--- config.mk ---
export PLATFORM = sky130hd
export DESIGN_NAME = fetch_unit
export DESIGN_NICKNAME = d
export VERILOG_FILES = /design/src/rtl/fetch_pkg.sv /design/src/rtl/fetch_fifo.sv /design/src/rtl/fetch_unit.sv
export SDC_FILE = /design/constraint.sdc
export NUM_CORES = 1
export LEC_CHECK = 0
export CORE_MARGIN = 2
export CORE_UTILIZATION = 51
export DETAILED_ROUTE_END_ITERATION = 12
export PLACE_DENSITY = 0.76
export SETUP_SLACK_MARGIN = 0.02
export SLEW_MARGIN = 30
export SYNTH_ARGS = -nofsm -noshare
export SYNTH_HDL_FRONTEND = slang
export SYNTH_HIERARCHICAL = 1
export SYNTH_SLANG_ARGS = --single-unit
--- constraint.sdc ---
create_clock -name clk -period 4.2 [get_ports clk]
set_input_delay 1.05 -clock clk [delete_from_list [all_inputs] [get_ports clk]]
set_output_delay 1.05 -clock clk [all_outputs]
set_load 0.05 [all_outputs]
--- src/rtl/fetch_pkg.sv ---
// Shared constants and the FIFO entry layout for the instruction fetch front end.
package fetch_pkg;

    localparam int unsigned INSTR_BYTES   = 4;
    localparam int unsigned FETCH_ADDR_W  = 64;
    localparam int unsigned FETCH_INSTR_W = 32;

    localparam logic [FETCH_ADDR_W-1:0] DEFAULT_RESET_PC = 64'h0;

    typedef struct packed {
        logic [FETCH_ADDR_W-1:0]  pc;
        logic [FETCH_INSTR_W-1:0] instr;
    } fetch_entry_t;

endpackage

--- src/rtl/fetch_fifo.sv ---
// DEPTH-entry synchronous FIFO with clear; clear wins over push and pop in the same cycle.
module fetch_fifo
    import fetch_pkg::*;
#(
    parameter  int unsigned DEPTH  = 4,
    parameter  int unsigned DATA_W = FETCH_ADDR_W + FETCH_INSTR_W,
    localparam int unsigned CNT_W  = $clog2(DEPTH + 1),
    localparam int unsigned PTR_W  = $clog2(DEPTH)
) (
    input  logic              clk,
    input  logic              rst,
    input  logic              clear_i,
    input  logic              push_i,
    input  logic              pop_i,
    input  logic [DATA_W-1:0] push_data_i,
    output logic [DATA_W-1:0] head_data_o,
    output logic              full_o,
    output logic              empty_o,
    output logic [CNT_W-1:0]  count_o
);

    logic [DATA_W-1:0] mem_q [DEPTH];
    logic [PTR_W-1:0]  wr_ptr_q;
    logic [PTR_W-1:0]  rd_ptr_q;
    logic [CNT_W-1:0]  count_q;

    // Storage is not reset; the head is only meaningful while the FIFO is non-empty.
    always_ff @(posedge clk) begin
        if (push_i && !clear_i) begin
            mem_q[wr_ptr_q] <= push_data_i;
        end
    end

    always_ff @(posedge clk or negedge rst) begin
        if (!rst) begin
            wr_ptr_q <= '0;
            rd_ptr_q <= '0;
            count_q  <= '0;
        end else if (clear_i) begin
            wr_ptr_q <= '0;
            rd_ptr_q <= '0;
            count_q  <= '0;
        end else begin
            if (push_i) begin
                wr_ptr_q <= wr_ptr_q + 1'b1;
            end
            if (pop_i) begin
                rd_ptr_q <= rd_ptr_q + 1'b1;
            end
            count_q <= count_q + CNT_W'(push_i) - CNT_W'(pop_i);
        end
    end

    assign head_data_o = mem_q[rd_ptr_q];
    assign full_o      = (count_q == CNT_W'(DEPTH));
    assign empty_o     = (count_q == '0);
    assign count_o     = count_q;

endmodule

--- src/rtl/fetch_unit.sv ---
// Instruction fetch front end: credit-limited in-order requests, response FIFO, redirect flush.
// Optional perf counters are built when FETCH_PERF_EN is defined.
module fetch_unit
    import fetch_pkg::*;
#(
    parameter  int unsigned       ADDR_W   = FETCH_ADDR_W,
    parameter  int unsigned       INSTR_W  = FETCH_INSTR_W,
    parameter  int unsigned       DEPTH    = 4,
    parameter  logic [ADDR_W-1:0] RESET_PC = DEFAULT_RESET_PC,
    localparam int unsigned       CNT_W    = $clog2(DEPTH + 1)
) (
    input  logic               clk,
    input  logic               rst,
    input  logic               redirect_valid,
    input  logic [ADDR_W-1:0]  redirect_pc,
    output logic               imem_req_valid,
    output logic [ADDR_W-1:0]  imem_req_addr,
    input  logic               imem_req_ready,
    input  logic               imem_rsp_valid,
    input  logic [INSTR_W-1:0] imem_rsp_data,
    output logic               dec_valid,
    output logic [INSTR_W-1:0] dec_instr,
    output logic [ADDR_W-1:0]  dec_pc,
    input  logic               dec_ready
`ifdef FETCH_PERF_EN
    ,
    output logic [31:0]        perf_stall_cnt,
    output logic [31:0]        perf_flush_cnt
`endif
);

    logic [ADDR_W-1:0] fetch_pc_q, fetch_pc_d;
    logic [ADDR_W-1:0] rsp_pc_q, rsp_pc_d;
    logic [CNT_W-1:0]  outstanding_q, outstanding_d;
    logic [CNT_W-1:0]  drop_cnt_q, drop_cnt_d;

    logic [CNT_W-1:0]          fifo_count;
    logic                      fifo_full;
    logic                      fifo_empty;
    logic                      fifo_push;
    logic                      fifo_pop;
    logic [ADDR_W+INSTR_W-1:0] fifo_head;
    logic                      req_fire;
    logic                      rsp_keep;

    // Handshakes: a transfer happens in a cycle where valid and ready are both high;
    // valid may drop without a transfer and carries no stability promise.
    // Credit counts buffered plus in-flight words so the FIFO can never overflow.
    assign imem_req_valid = rst && (({1'b0, fifo_count} + {1'b0, outstanding_q}) < (CNT_W + 1)'(DEPTH));
    assign imem_req_addr  = fetch_pc_q;
    assign req_fire       = imem_req_valid && imem_req_ready;

    assign rsp_keep  = imem_rsp_valid && (drop_cnt_q == '0) && !redirect_valid;
    assign fifo_push = rsp_keep && !fifo_full;

    assign dec_valid          = !fifo_empty && !redirect_valid;
    assign fifo_pop           = dec_valid && dec_ready;
    assign {dec_pc, dec_instr} = fifo_empty ? '0 : fifo_head;

    always_comb begin
        outstanding_d = outstanding_q + CNT_W'(req_fire) - CNT_W'(imem_rsp_valid);
        fetch_pc_d    = fetch_pc_q;
        rsp_pc_d      = rsp_pc_q;
        drop_cnt_d    = drop_cnt_q;
        if (redirect_valid) begin
            // Everything still in flight after this edge belongs to the old path.
            fetch_pc_d = redirect_pc;
            rsp_pc_d   = redirect_pc;
            drop_cnt_d = outstanding_d;
        end else begin
            if (req_fire) begin
                fetch_pc_d = fetch_pc_q + ADDR_W'(INSTR_BYTES);
            end
            if (imem_rsp_valid) begin
                if (drop_cnt_q != '0) begin
                    drop_cnt_d = drop_cnt_q - 1'b1;
                end else begin
                    rsp_pc_d = rsp_pc_q + ADDR_W'(INSTR_BYTES);
                end
            end
        end
    end

    always_ff @(posedge clk or negedge rst) begin
        if (!rst) begin
            fetch_pc_q    <= RESET_PC;
            rsp_pc_q      <= RESET_PC;
            outstanding_q <= '0;
            drop_cnt_q    <= '0;
        end else begin
            fetch_pc_q    <= fetch_pc_d;
            rsp_pc_q      <= rsp_pc_d;
            outstanding_q <= outstanding_d;
            drop_cnt_q    <= drop_cnt_d;
        end
    end

    fetch_fifo #(
        .DEPTH  (DEPTH),
        .DATA_W (ADDR_W + INSTR_W)
    ) u_fifo (
        .clk         (clk),
        .rst         (rst),
        .clear_i     (redirect_valid),
        .push_i      (fifo_push),
        .pop_i       (fifo_pop),
        .push_data_i ({rsp_pc_q, imem_rsp_data}),
        .head_data_o (fifo_head),
        .full_o      (fifo_full),
        .empty_o     (fifo_empty),
        .count_o     (fifo_count)
    );

`ifdef FETCH_PERF_EN
    logic [31:0] perf_stall_q;
    logic [31:0] perf_flush_q;

    always_ff @(posedge clk or negedge rst) begin
        if (!rst) begin
            perf_stall_q <= '0;
            perf_flush_q <= '0;
        end else begin
            if (dec_ready && !dec_valid && (perf_stall_q != '1)) begin
                perf_stall_q <= perf_stall_q + 1'b1;
            end
            if (redirect_valid && (perf_flush_q != '1)) begin
                perf_flush_q <= perf_flush_q + 1'b1;
            end
        end
    end

    assign perf_stall_cnt = perf_stall_q;
    assign perf_flush_cnt = perf_flush_q;
`endif

endmodule
==> impl_metrics.py, run 1 <==
metrics = {
    "detailed_routing": {
        "route.final.wire_length_mm": 59.8,
        "drt_first_pass_iters": 6,
        "drt_drc_violations_left": 0,
        "drt.antenna.violating_nets": 0,
        "vias_per_cell": 6.16,
        "drt_first_iter_violations": 1489,
        "route.vias.total": 15126,
        "post_drt_wl_per_cell_um": 24.4,
    },
    "clocking": {
        "cts_hold_repair.buffers": 0,
        "h_tree_level_count": 2,
        "post_cts_buffers": 0,
        "clockBufferDepth": 3,
        "cts-resized-gates": 0,
        "tritoncts_clock_tree": "built",
        "clock_latency_ns": 0.59,
        "numCtsBuffers": 52,
        "clkSlewWorstSetupHoldPaths_ns": 0.06,
        "root_buffer": "sky130_fd_sc_hd__clkbuf_16",
        "cts_num_sinks": 525,
    },
    "yosys": {
        "syn-num-nets": 1657,
        "post_synth_main_area_contributors": "sky130_fd_sc_hd__edfxtp_1 50%, sky130_fd_sc_hd__dfrtp_1 15%, sky130_fd_sc_hd__mux4_2 9.3%",
        "postSynthRegisterBits": 525,
        "post_synth_instance_area_um2": 23200,
        "synthMostInstantiatedCell": "sky130_fd_sc_hd__edfxtp_1",
        "synthDominantAreaCellType": "sky130_fd_sc_hd__edfxtp_1",
        "synth.yosys.warnings": 6,
        "synth_sequential_area_ratio": 0.650,
        "post-synth-top-area-fraction": 0.498,
        "synthesized_area_per_cell_um2": 15.1,
        "synth_enable_flop_cells": 384,
        "synth_cell_type_count": 66,
        "synth_async_sr_flop_share": 0.269,
        "postSynth.topFlopCell": "sky130_fd_sc_hd__edfxtp_1",
        "netlist_top_cells_count": "384 x sky130_fd_sc_hd__edfxtp_1, 141 x sky130_fd_sc_hd__dfrtp_1, 115 x sky130_fd_sc_hd__nor2b_1, 96 x sky130_fd_sc_hd__mux4_2, 77 x sky130_fd_sc_hd__nor2_1",
        "synthCells": 1539,
    },
    "worst_hold_path": {
        "hold_class": "primary input to asynchronous set/reset pin",
    },
    "global_route": {
        "grtUsageTotal": 0.254,
        "antenna_violations_before_repair": 4,
        "maximum_number_of_pins_on_one_net_before_global_route_repair": 85,
        "grt_first_pass_wirelength_mm": 90.6,
        "grt_pass1_vias": 14978,
        "grt-ovfl-total": 0,
    },
    "final_layout": {
        "register_area_um2": 15100,
        "multi_input_comb_area_um2": 7670,
        "fill_count": 3320,
        "synthesis_to_layout_area_growth_pct": 22.2,
        "nets": 1929,
        "post_layout_nonfiller_instances": 2454,
        "final_util": 0.628,
        "layout-drive-gt1-share": 0.146,
        "final_area_um2": 28300,
    },
    "worst_setup_path": {
        "setup.worst_path.start_class": "flip-flop",
        "stage_delay_of_the_slowest_cell_on_the_critical_path_ns": 0.84,
        "worst-r2r-cell-count": 13,
        "worstPathArrival_ns": 3.01,
        "worstPathMaxFanout": 38,
        "worstPathCellList": "buf_4, mux4_2, nor2b_1, clkdlybuf4s50_1",
        "kind_of_capture_point_of_the_worst_setup_path": "output port",
        "cp_data_required_time_ns": 3.15,
        "worst-setup-path-type": "flip-flop to output port",
        "cpMaxStageDelayCell": "sky130_fd_sc_hd__dfrtp_4",
    },
    "floorplan": {
        "die_w_um": 217,
        "initial_utilization": 0.514,
        "fp-row-count": 78,
        "placeableCoreArea_um2": 45100,
        "io_pins": 264,
        "die_area_um2": 47100,
        "floorplan_die_height_um": 217,
    },
    "timing": {
        "maxClockFrequency_mhz": 246,
        "final_hold_vio_count": 0,
        "post-route-period-util": 0.966,
        "final_min_period_ns": 4.06,
        "timing.hold.ws_ns": 0.502,
        "setup_tns_after_final_layout_ns": 0,
        "skew_ns": 0.0193,
        "grt_setup_unrepaired": "no",
        "drv_slew": 0,
        "tightest_slew_ns": 0.959,
        "setup-violations-final": 0,
        "slew_headroom": 0.355,
        "post-route-worst-setup-slack_ns": 0.143,
    },
    "placement": {
        "preCtsSetupSlack_ns": 0.541,
        "gp_congestion": 0.898,
        "postPlaceCellArea_um2": 26600,
        "numPortBuffers": 263,
        "place_inst": 2357,
        "detailed_place_hpwl_mm": 40.1,
    },
    "power": {
        "total_power_mw": 15.3,
        "p_per_area_nw_per_um2": 541,
        "ir_worst_vdd_v": 0.000373,
        "leakage_power_summed_over_all_cells_nw": 9.30,
    },
    "run": {
        "maxCapViolations": 0,
    },
    "status": {
        "outcome": "completed",
    },
}
==> placed cells by master, fill, tap and decap left out, types with 7 or more instances in the layout <==
| master | count |
|---|---|
| sky130_fd_sc_hd__edfxtp_1 | 384 |
| sky130_fd_sc_hd__clkdlybuf4s50_1 | 260 |
| sky130_fd_sc_hd__dfrtp_1 | 139 |
| sky130_fd_sc_hd__nor2b_1 | 115 |
| sky130_fd_sc_hd__mux4_2 | 96 |
| sky130_fd_sc_hd__nor2_1 | 77 |
| sky130_fd_sc_hd__nand3_1 | 58 |
| sky130_fd_sc_hd__clkbuf_16 | 55 |
| sky130_fd_sc_hd__nand4_1 | 53 |
| sky130_fd_sc_hd__nand2_1 | 44 |
| sky130_fd_sc_hd__mux2_2 | 40 |
| sky130_fd_sc_hd__xnor2_1 | 35 |
| sky130_fd_sc_hd__nor3_1 | 31 |
| sky130_fd_sc_hd__a31oi_1 | 30 |
| sky130_fd_sc_hd__nor4_1 | 28 |
| sky130_fd_sc_hd__inv_1 | 27 |
| sky130_fd_sc_hd__and4_1 | 26 |
| sky130_fd_sc_hd__a311oi_1 | 26 |
| sky130_fd_sc_hd__xor2_1 | 25 |
| sky130_fd_sc_hd__o31ai_1 | 25 |
| sky130_fd_sc_hd__and3_1 | 23 |
| sky130_fd_sc_hd__buf_4 | 20 |
| sky130_fd_sc_hd__a211oi_1 | 19 |
| sky130_fd_sc_hd__o21ai_0 | 18 |
| sky130_fd_sc_hd__a21oi_1 | 18 |
| sky130_fd_sc_hd__clkbuf_1 | 18 |
| sky130_fd_sc_hd__or4_1 | 17 |
| sky130_fd_sc_hd__ha_1 | 14 |
| sky130_fd_sc_hd__buf_12 | 13 |
| sky130_fd_sc_hd__or3_1 | 11 |
| sky130_fd_sc_hd__nand2b_1 | 9 |
| sky130_fd_sc_hd__o31a_1 | 7 |
==> area by class of cell <==
| class | count | area share |
|---|---|---|
| clock buffer | 78 | 0.0534 |
| inverter | 28 | 0.00380 |
| clock inverter | 18 | 0.00667 |
| sequential | 525 | 0.532 |
| antenna | 1 | 0.0000884 |
| timing repair buffer | 294 | 0.107 |
| tap | 600 | 0.0265 |
| multi-input combinational | 910 | 0.271 |
==> report_power, final <==
| group | internal (mW) | leakage, nW | switching [mW] | total [mW] |
|---|---|---|---|---|
| Combinational | 1.61 | 3.39 | 2.91 | 4.51 |
| Sequential | 5.84 | 5.09 | 0.338 | 6.18 |
| Clock | 2.73 | 0.829 | 1.90 | 4.63 |
==> state kept, by name, summed over array words and instances (netlist names) <==
| register | count |
|---|---|
| drop_cnt_q | 3 |
| u_fifo/count_o | 3 |
| rsp_pc_q | 64 |
| u_fifo/wr_ptr_q | 2 |
| imem_req_addr | 64 |
| u_fifo/rd_ptr_q | 2 |
| u_fifo/mem_q | 384 |
| outstanding_q | 3 |
==> kinds of logic after synthesis <==
logic type | count (synthesis) | share of synthesized area
compound gates | 163 | 0.0497
xor+xnor | 61 | 0.0237
fa+ha+maj | 16 | 0.00929
buf+inv | 104 | 0.0200
flops | 525 | 0.650
mux | 138 | 0.114
simple gates | 532 | 0.134
==> critical path: cells and delay by family, from the launching register on <==
family	cells	cell delay, ns
simple gates	1	0.20
flops	1	0.84
buf+inv	2	1.16
mux	1	0.21
==> path summary, 6_finish.rpt <==
check / from / to / slack (ns)
setup / recovery: u_fifo/rd_ptr_q[1] / dec_instr[13] / 0.14
hold / removal: rst / outstanding_q[2] / 0.50
setup reg to reg: u_fifo/count_o[2] / drop_cnt_q[2] / 0.80
hold reg to reg: outstanding_q[2] / outstanding_q[2] / 0.52
max in group asynchronous: rst / rsp_pc_q[38] / 2.32
min in group clk: outstanding_q[2] / outstanding_q[2] / 0.52
==> routing by layer <==
metal | wire length (um) | GRT usage | share of wire
met1 | 25100 | 0.363 | 0.42
met2 | 27700 | 0.388 | 0.46
met3 | 5260 | 0.0607 | 0.088
met4 | 1710 | 0.0826 | 0.029
met5 | 34 | 0 | 0.00057
No activity file was read; power rests on OpenSTA's default activity.
==> inputs of run 2 (changes only) <==
--- a/config.mk
+++ b/config.mk
@@ -5,7 +5,6 @@
 export SDC_FILE = /design/constraint.sdc
 export NUM_CORES = 1
 export LEC_CHECK = 0
-export CORE_MARGIN = 2
 export CORE_UTILIZATION = 51
 export DETAILED_ROUTE_END_ITERATION = 12
 export PLACE_DENSITY = 0.76
==> run 2 against run 1 <==
Core utilization is 0.90 points higher. Critical path depth unchanged. Global-route usage rose by 0.53 points. Cell count decreased by 0.41%. Register-to-register slack better by 0.33 ns. Clock power up 2%. Cell area rose by 0.14%. Sequential power is essentially flat. Non-clock buffer count decreased by 3. Total power grew 0.75%. Via count about the same. Critical path type unchanged. Highest routed layer is now met4.
==> impl_metrics.py, run 2 (synthesized netlist as in run 1, its figures left out) <==
metrics = {
    "final_layout": {
        "most_common_library_cell_in_the_layout_ignoring_fill_and_taps": "sky130_fd_sc_hd__edfxtp_1",
        "final_cell_mix": "384 x sky130_fd_sc_hd__edfxtp_1, 260 x sky130_fd_sc_hd__clkdlybuf4s50_1, 139 x sky130_fd_sc_hd__dfrtp_1, 115 x sky130_fd_sc_hd__nor2b_1, 96 x sky130_fd_sc_hd__mux4_2",
        "multi_input_comb_area_um2": 7670,
        "register_area_um2": 15100,
        "synthesis_to_layout_area_growth_pct": 22.4,
        "fill_count": 3235,
        "nets": 1926,
        "layout-drive-gt1-share": 0.147,
        "antennaDiodeCount": 0,
        "registers.top_by_ff_count": "u_fifo/mem_q",
        "largest_register_ffs": 384,
    },
    "detailed_routing": {
        "vias_per_cell": 6.19,
        "drt.antenna.violating_nets": 0,
        "drt_first_pass_iters": 5,
        "drt_first_iter_violations": 1596,
        "drt_drc_violations_left": 0,
        "route.vias.total": 15127,
        "post_drt_wl_per_cell_um": 24.3,
        "route.final.wire_length_mm": 59.5,
    },
    "timing": {
        "slew_headroom": 0.387,
        "tightest_slew_ns": 0.919,
        "setup-violations-final": 0,
        "post-route-worst-setup-slack_ns": 0.160,
        "grt_setup_unrepaired": "no",
        "final_hold_vio_count": 0,
        "setup_tns_after_final_layout_ns": 0,
        "skew_ns": 0.0256,
        "maxClockFrequency_mhz": 248,
        "post-route-period-util": 0.962,
        "drv_slew": 0,
        "final_min_period_ns": 4.04,
    },
    "worst_hold_path": {
        "min_to": "outstanding_q[2]",
        "worst_hold_depth": 1,
        "hold_class": "flip-flop to flip-flop",
        "timing.hold.worst.start": "outstanding_q[2]",
    },
    "clocking": {
        "cts-resized-gates": 0,
        "cts_num_sinks": 525,
        "cts_hold_repair.buffers": 0,
        "post_cts_buffers": 0,
        "h_tree_level_count": 2,
        "root_buffer": "sky130_fd_sc_hd__clkbuf_16",
        "clkSlewWorstSetupHoldPaths_ns": 0.06,
        "numCtsBuffers": 52,
        "clockBufferDepth": 3,
        "clock_latency_ns": 0.60,
        "tritoncts_clock_tree": "built",
    },
    "global_route": {
        "grtUsageTotal": 0.259,
        "antenna_violations_before_repair": 0,
        "grt_first_pass_wirelength_mm": 90.9,
        "grt-ovfl-total": 0,
        "maximum_number_of_pins_on_one_net_before_global_route_repair": 88,
        "grt_pass1_vias": 14697,
    },
    "power": {
        "p_per_area_nw_per_um2": 544,
        "internal_power_mw": 10.2,
        "power_frac_comb": 0.293,
        "ir_worst_vdd_v": 0.000356,
        "leakage_power_summed_over_all_cells_nw": 9.30,
        "clockPowerShare": 0.307,
        "p_sw_frac": 0.337,
        "power.switching_mw": 5.21,
        "pwr-share-seq": 0.401,
    },
    "floorplan": {
        "die_area_um2": 46300,
        "die_w_um": 215,
        "io_pins": 264,
        "initial_utilization": 0.521,
        "floorplan_die_height_um": 215,
        "placeableCoreArea_um2": 44500,
        "fp-row-count": 77,
    },
    "worst_setup_path": {
        "worstReg2RegEnd": "imem_req_addr[55]",
        "cp_data_required_time_ns": 3.15,
        "worstPathArrival_ns": 2.99,
        "worst-setup-path-type": "flip-flop to output port",
        "worst_r2r_startpoint": "u_fifo/count_o[2]",
        "kind_of_capture_point_of_the_worst_setup_path": "output port",
        "worst-r2r-cell-count": 6,
        "setup.reg_to_reg.worst_slack_ns": 1.13,
        "setup.worst_path.start_class": "flip-flop",
        "worstPathMaxFanout": 21,
    },
    "placement": {
        "preCtsSetupSlack_ns": 0.661,
        "gp_congestion": 0.891,
        "detailed_place_hpwl_mm": 40.0,
        "numPortBuffers": 263,
    },
    "status": {
        "outcome": "completed",
    },
    "run": {
        "maxCapViolations": 0,
    },
}
run 2: how the worst max path moves through the flow:
stage	start	end	slack, ns
floorplan	redirect_valid	u_fifo/mem_q[0][0]	0.26
global placement	imem_rsp_valid	u_fifo/mem_q[2][75]	0.74
detailed placement	imem_rsp_valid	rsp_pc_q[57]	0.66
CTS	u_fifo/rd_ptr_q[1]	dec_pc[19]	0.12
global route	u_fifo/rd_ptr_q[1]	dec_pc[19]	0.05
finish	u_fifo/rd_ptr_q[1]	dec_pc[19]	0.16
run 2: cell type report:
| class | count | area share |
|---|---|---|
| clock buffers | 73 | 0.0523 |
| clock inverters | 25 | 0.00953 |
| inverters | 28 | 0.00379 |
| multi-input cells | 910 | 0.270 |
| flip-flops and latches | 525 | 0.531 |
| well taps | 592 | 0.0261 |
| repair buffers | 291 | 0.107 |
run 2: critical path, cell delays in order (launching register included):
cell	delay, ns
sky130_fd_sc_hd__dfrtp_4	0.61
sky130_fd_sc_hd__buf_4	0.38
sky130_fd_sc_hd__mux4_2	0.24
sky130_fd_sc_hd__nor2b_1	0.28
sky130_fd_sc_hd__clkdlybuf4s50_1	0.87
run 2: power groups by stage:
stage                     sequential, mW  combinational (mW)  clock, mW
after detailed placement            6.28                4.55          0
after floorplan                     6.39                2.80          0
after global placement              6.26                4.52          0
after CTS                           6.18                4.57       4.82
after global routing                6.22                4.76       5.00
final                               6.18                4.52       4.74
run 2: per-layer routing:
| metal | GRT usage | part of all wire | vias to the layer above |
|---|---|---|---|
| li1 | - | - | 6628 |
| met1 | 0.381 | 0.42 | 7678 |
| met2 | 0.389 | 0.46 | 743 |
| met3 | 0.0620 | 0.094 | 78 |
| met4 | 0.0695 | 0.022 | 0 |
| met5 | 0 | 0 | - |
run 2: through the flow:
| stage | power [mW] | instance area [um^2] | utilization | hold slack (ns) | instances |
|---|---|---|---|---|---|
| 5_1_grt | 16.0 | 28400 | 0.637 | 0.560 | 2444 |
| 3_5_place_dp | 10.8 | 26600 | 0.598 | 0.520 | 2346 |
| 6_report | 15.4 | 28400 | 0.637 | 0.537 | 2444 |
| 2_1_floorplan | 9.19 | 23200 | - | 0.472 | 1539 |
| 3_3_place_gp | 10.8 | 26600 | 0.597 | 0.491 | 2346 |
| 4_1_cts | 15.6 | 28400 | 0.637 | 0.532 | 2444 |
==> inputs of run 3 (changes only) <==
--- a/config.mk
+++ b/config.mk
@@ -5,10 +5,13 @@
 export SDC_FILE = /design/constraint.sdc
 export NUM_CORES = 1
 export LEC_CHECK = 0
-export CORE_UTILIZATION = 51
+export CELL_PAD_IN_SITES_DETAIL_PLACEMENT = 2
+export CELL_PAD_IN_SITES_GLOBAL_PLACEMENT = 2
+export CORE_UTILIZATION = 37
 export DETAILED_ROUTE_END_ITERATION = 12
-export PLACE_DENSITY = 0.76
+export PLACE_DENSITY_LB_ADDON = 0.1
 export SETUP_SLACK_MARGIN = 0.02
+export SKIP_CTS_REPAIR_TIMING = 1
 export SLEW_MARGIN = 30
 export SYNTH_ARGS = -nofsm -noshare
 export SYNTH_HDL_FRONTEND = slang
==> run 3 against run 2 <==
Via count down 0.46%. Count of clock-buffer cells in the layout shrank 1. Sequential power increased by 1%. Worst hold slack worse by 0.14 ns. Clock skew decreased by 0.0056 ns. Register-to-register slack got worse by 0.08 ns. Global-route usage down 3.6 points. Cell count is 11% higher. First-iteration DRC count is 51% lower. Sequential share of layout area fell by 1.3 points. Setup slack got worse by 0.0056 ns. Clock power grew 6.1%.
==> impl_metrics.py, run 3 (synthesized netlist as in run 1, its figures left out) <==
metrics = {
    "final_layout": {
        "most_common_library_cell_in_the_layout_ignoring_fill_and_taps": "sky130_fd_sc_hd__edfxtp_1",
        "synthesis_to_layout_area_growth_pct": 25.4,
        "registers.top_by_ff_count": "u_fifo/mem_q",
        "nets": 1949,
        "layout-drive-gt1-share": 0.155,
        "largest_register_ffs": 384,
        "fill_count": 5892,
        "final_area_um2": 29100,
        "final_cell_mix": "384 x sky130_fd_sc_hd__edfxtp_1, 220 x sky130_fd_sc_hd__clkdlybuf4s50_1, 139 x sky130_fd_sc_hd__dfrtp_1, 115 x sky130_fd_sc_hd__nor2b_1, 96 x sky130_fd_sc_hd__mux4_2",
    },
    "timing": {
        "skew_ns": 0.0200,
        "final_min_period_ns": 4.05,
        "maxClockFrequency_mhz": 247,
        "post-route-period-util": 0.963,
        "final_hold_vio_count": 0,
        "slew_headroom": 0.352,
        "grt_setup_unrepaired": "yes",
        "drv_slew": 0,
        "tightest_slew_ns": 0.963,
        "setup-violations-final": 0,
    },
    "placement": {
        "postPlaceCellArea_um2": 27100,
        "gp_congestion": 0.779,
        "detailed_place_hpwl_mm": 48.3,
        "numPortBuffers": 263,
    },
    "floorplan": {
        "placeableCoreArea_um2": 61800,
        "fp-row-count": 91,
        "floorplan_die_height_um": 252,
        "io_pins": 264,
        "die_w_um": 252,
        "die_area_um2": 63600,
        "initial_utilization": 0.375,
    },
    "detailed_routing": {
        "drt.antenna.violating_nets": 0,
        "drt_first_pass_iters": 7,
        "drt_first_iter_violations": 781,
        "vias_per_cell": 5.54,
        "route.final.wire_length_mm": 70.5,
        "post_drt_wl_per_cell_um": 26.0,
        "route.vias.total": 15058,
        "drt_drc_violations_left": 0,
    },
    "clocking": {
        "tritoncts_clock_tree": "built",
        "root_buffer": "sky130_fd_sc_hd__clkbuf_16",
        "h_tree_level_count": 2,
        "clock_latency_ns": 0.62,
        "cts_num_sinks": 525,
        "numCtsBuffers": 58,
        "clockBufferDepth": 3,
        "clkSlewWorstSetupHoldPaths_ns": 0.06,
    },
    "global_route": {
        "maximum_number_of_pins_on_one_net_before_global_route_repair": 76,
        "grtUsageTotal": 0.223,
        "antenna_violations_before_repair": 4,
        "grt_first_pass_wirelength_mm": 107,
        "grt-ovfl-total": 0,
        "grt_pass1_vias": 16493,
    },
    "power": {
        "p_sw_frac": 0.344,
        "leakage_power_summed_over_all_cells_nw": 10.1,
        "ir_worst_vdd_v": 0.000339,
        "internal_power_mw": 10.4,
        "clockPowerShare": 0.317,
        "pwr-share-seq": 0.393,
        "total_power_mw": 15.9,
        "power.switching_mw": 5.46,
        "p_per_area_nw_per_um2": 547,
        "power_frac_comb": 0.291,
    },
    "worst_setup_path": {
        "stage_delay_of_the_slowest_cell_on_the_critical_path_ns": 0.83,
        "worstPathArrival_ns": 3.00,
        "worst-setup-path-type": "flip-flop to output port",
        "worstPathCellList": "buf_4, mux4_2, nor2b_1, clkdlybuf4s50_1",
        "worstPathMaxFanout": 23,
        "worst-r2r-cell-count": 14,
        "cp_data_required_time_ns": 3.15,
        "setup.worst_path.start_class": "flip-flop",
        "kind_of_capture_point_of_the_worst_setup_path": "output port",
        "worst-path-buf-inv": 2,
        "cp_num_cells": 4,
        "cpMaxStageDelayCell": "sky130_fd_sc_hd__clkdlybuf4s50_1",
        "path_delay_family": "buffers and inverters",
    },
    "worst_hold_path": {
        "hold_class": "primary input to asynchronous set/reset pin",
    },
    "status": {
        "outcome": "completed",
    },
    "run": {
        "maxCapViolations": 0,
    },
}
## run 3: path summary, 6_finish.rpt
path                               startpoint          endpoint  slack, ns
hold reg to reg              outstanding_q[2]  outstanding_q[2]       0.57
setup reg to reg            u_fifo/count_o[2]     drop_cnt_q[2]       1.05
max in group asynchronous                 rst       rsp_pc_q[0]       2.70
hold / removal                            rst      rsp_pc_q[30]       0.40
min in group clk             outstanding_q[2]  outstanding_q[2]       0.57
setup / recovery           u_fifo/rd_ptr_q[1]        dec_pc[21]       0.15
## run 3: cell type report
cell class | instances | area (um^2) | area share
well taps | 837 | 1050 | 0.0360
multi-input cells | 910 | 7660 | 0.264
repair buffers | 308 | 3310 | 0.114
clock buffers | 72 | 1510 | 0.0521
flip-flops and latches | 525 | 15100 | 0.519
diodes | 1 | 2.50 | 0.0000861
clock inverters | 37 | 342 | 0.0118
inverters | 28 | 108 | 0.00370
## run 3: power by group through the flow
stage | Combinational [mW] | Clock, mW | Sequential [mW]
2_1_floorplan | 2.80 | 0 | 6.39
3_3_place_gp | 4.63 | 0 | 6.31
3_5_place_dp | 4.69 | 0 | 6.34
4_1_cts | 4.73 | 5.17 | 6.24
5_1_grt | 4.88 | 5.34 | 6.28
6_report | 4.62 | 5.03 | 6.24
## run 3: metal layers
| layer | part of all wire | global-route usage |
|---|---|---|
| met4 | 0.019 | 0.0535 |
| met5 | 0 | 0 |
| met1 | 0.46 | 0.316 |
| met3 | 0.037 | 0.0317 |
| met2 | 0.48 | 0.363 |
## run 3: worst register-to-register path, cell delays in order, from the launching register on
cell                      delay [ns]
sky130_fd_sc_hd__dfrtp_1        0.45
sky130_fd_sc_hd__ha_1           0.32
sky130_fd_sc_hd__nor4b_1        0.29
sky130_fd_sc_hd__buf_4          0.18
sky130_fd_sc_hd__and3_1         0.26
sky130_fd_sc_hd__inv_1          0.14
sky130_fd_sc_hd__ha_1           0.29
sky130_fd_sc_hd__inv_1          0.05
sky130_fd_sc_hd__ha_1           0.14
sky130_fd_sc_hd__inv_1          0.05
sky130_fd_sc_hd__fa_1           0.37
sky130_fd_sc_hd__xnor2_1        0.19
sky130_fd_sc_hd__xnor2_1        0.17
sky130_fd_sc_hd__nand2_1        0.08
sky130_fd_sc_hd__o21ai_0        0.08
## run 3: through the flow
stage	instances	TNS, ns	hold WS [ns]	util	setup WS, ns
2_1_floorplan	1539	0	0.472	-	0.258
3_3_place_gp	2608	0	0.495	0.438	0.611
3_5_place_dp	2608	0	0.537	0.438	0.533
4_1_cts	2717	-0.748	0.369	0.468	-0.0583
5_1_grt	2717	0	0.385	0.470	0.00672
6_report	2718	0	0.395	0.470	0.154
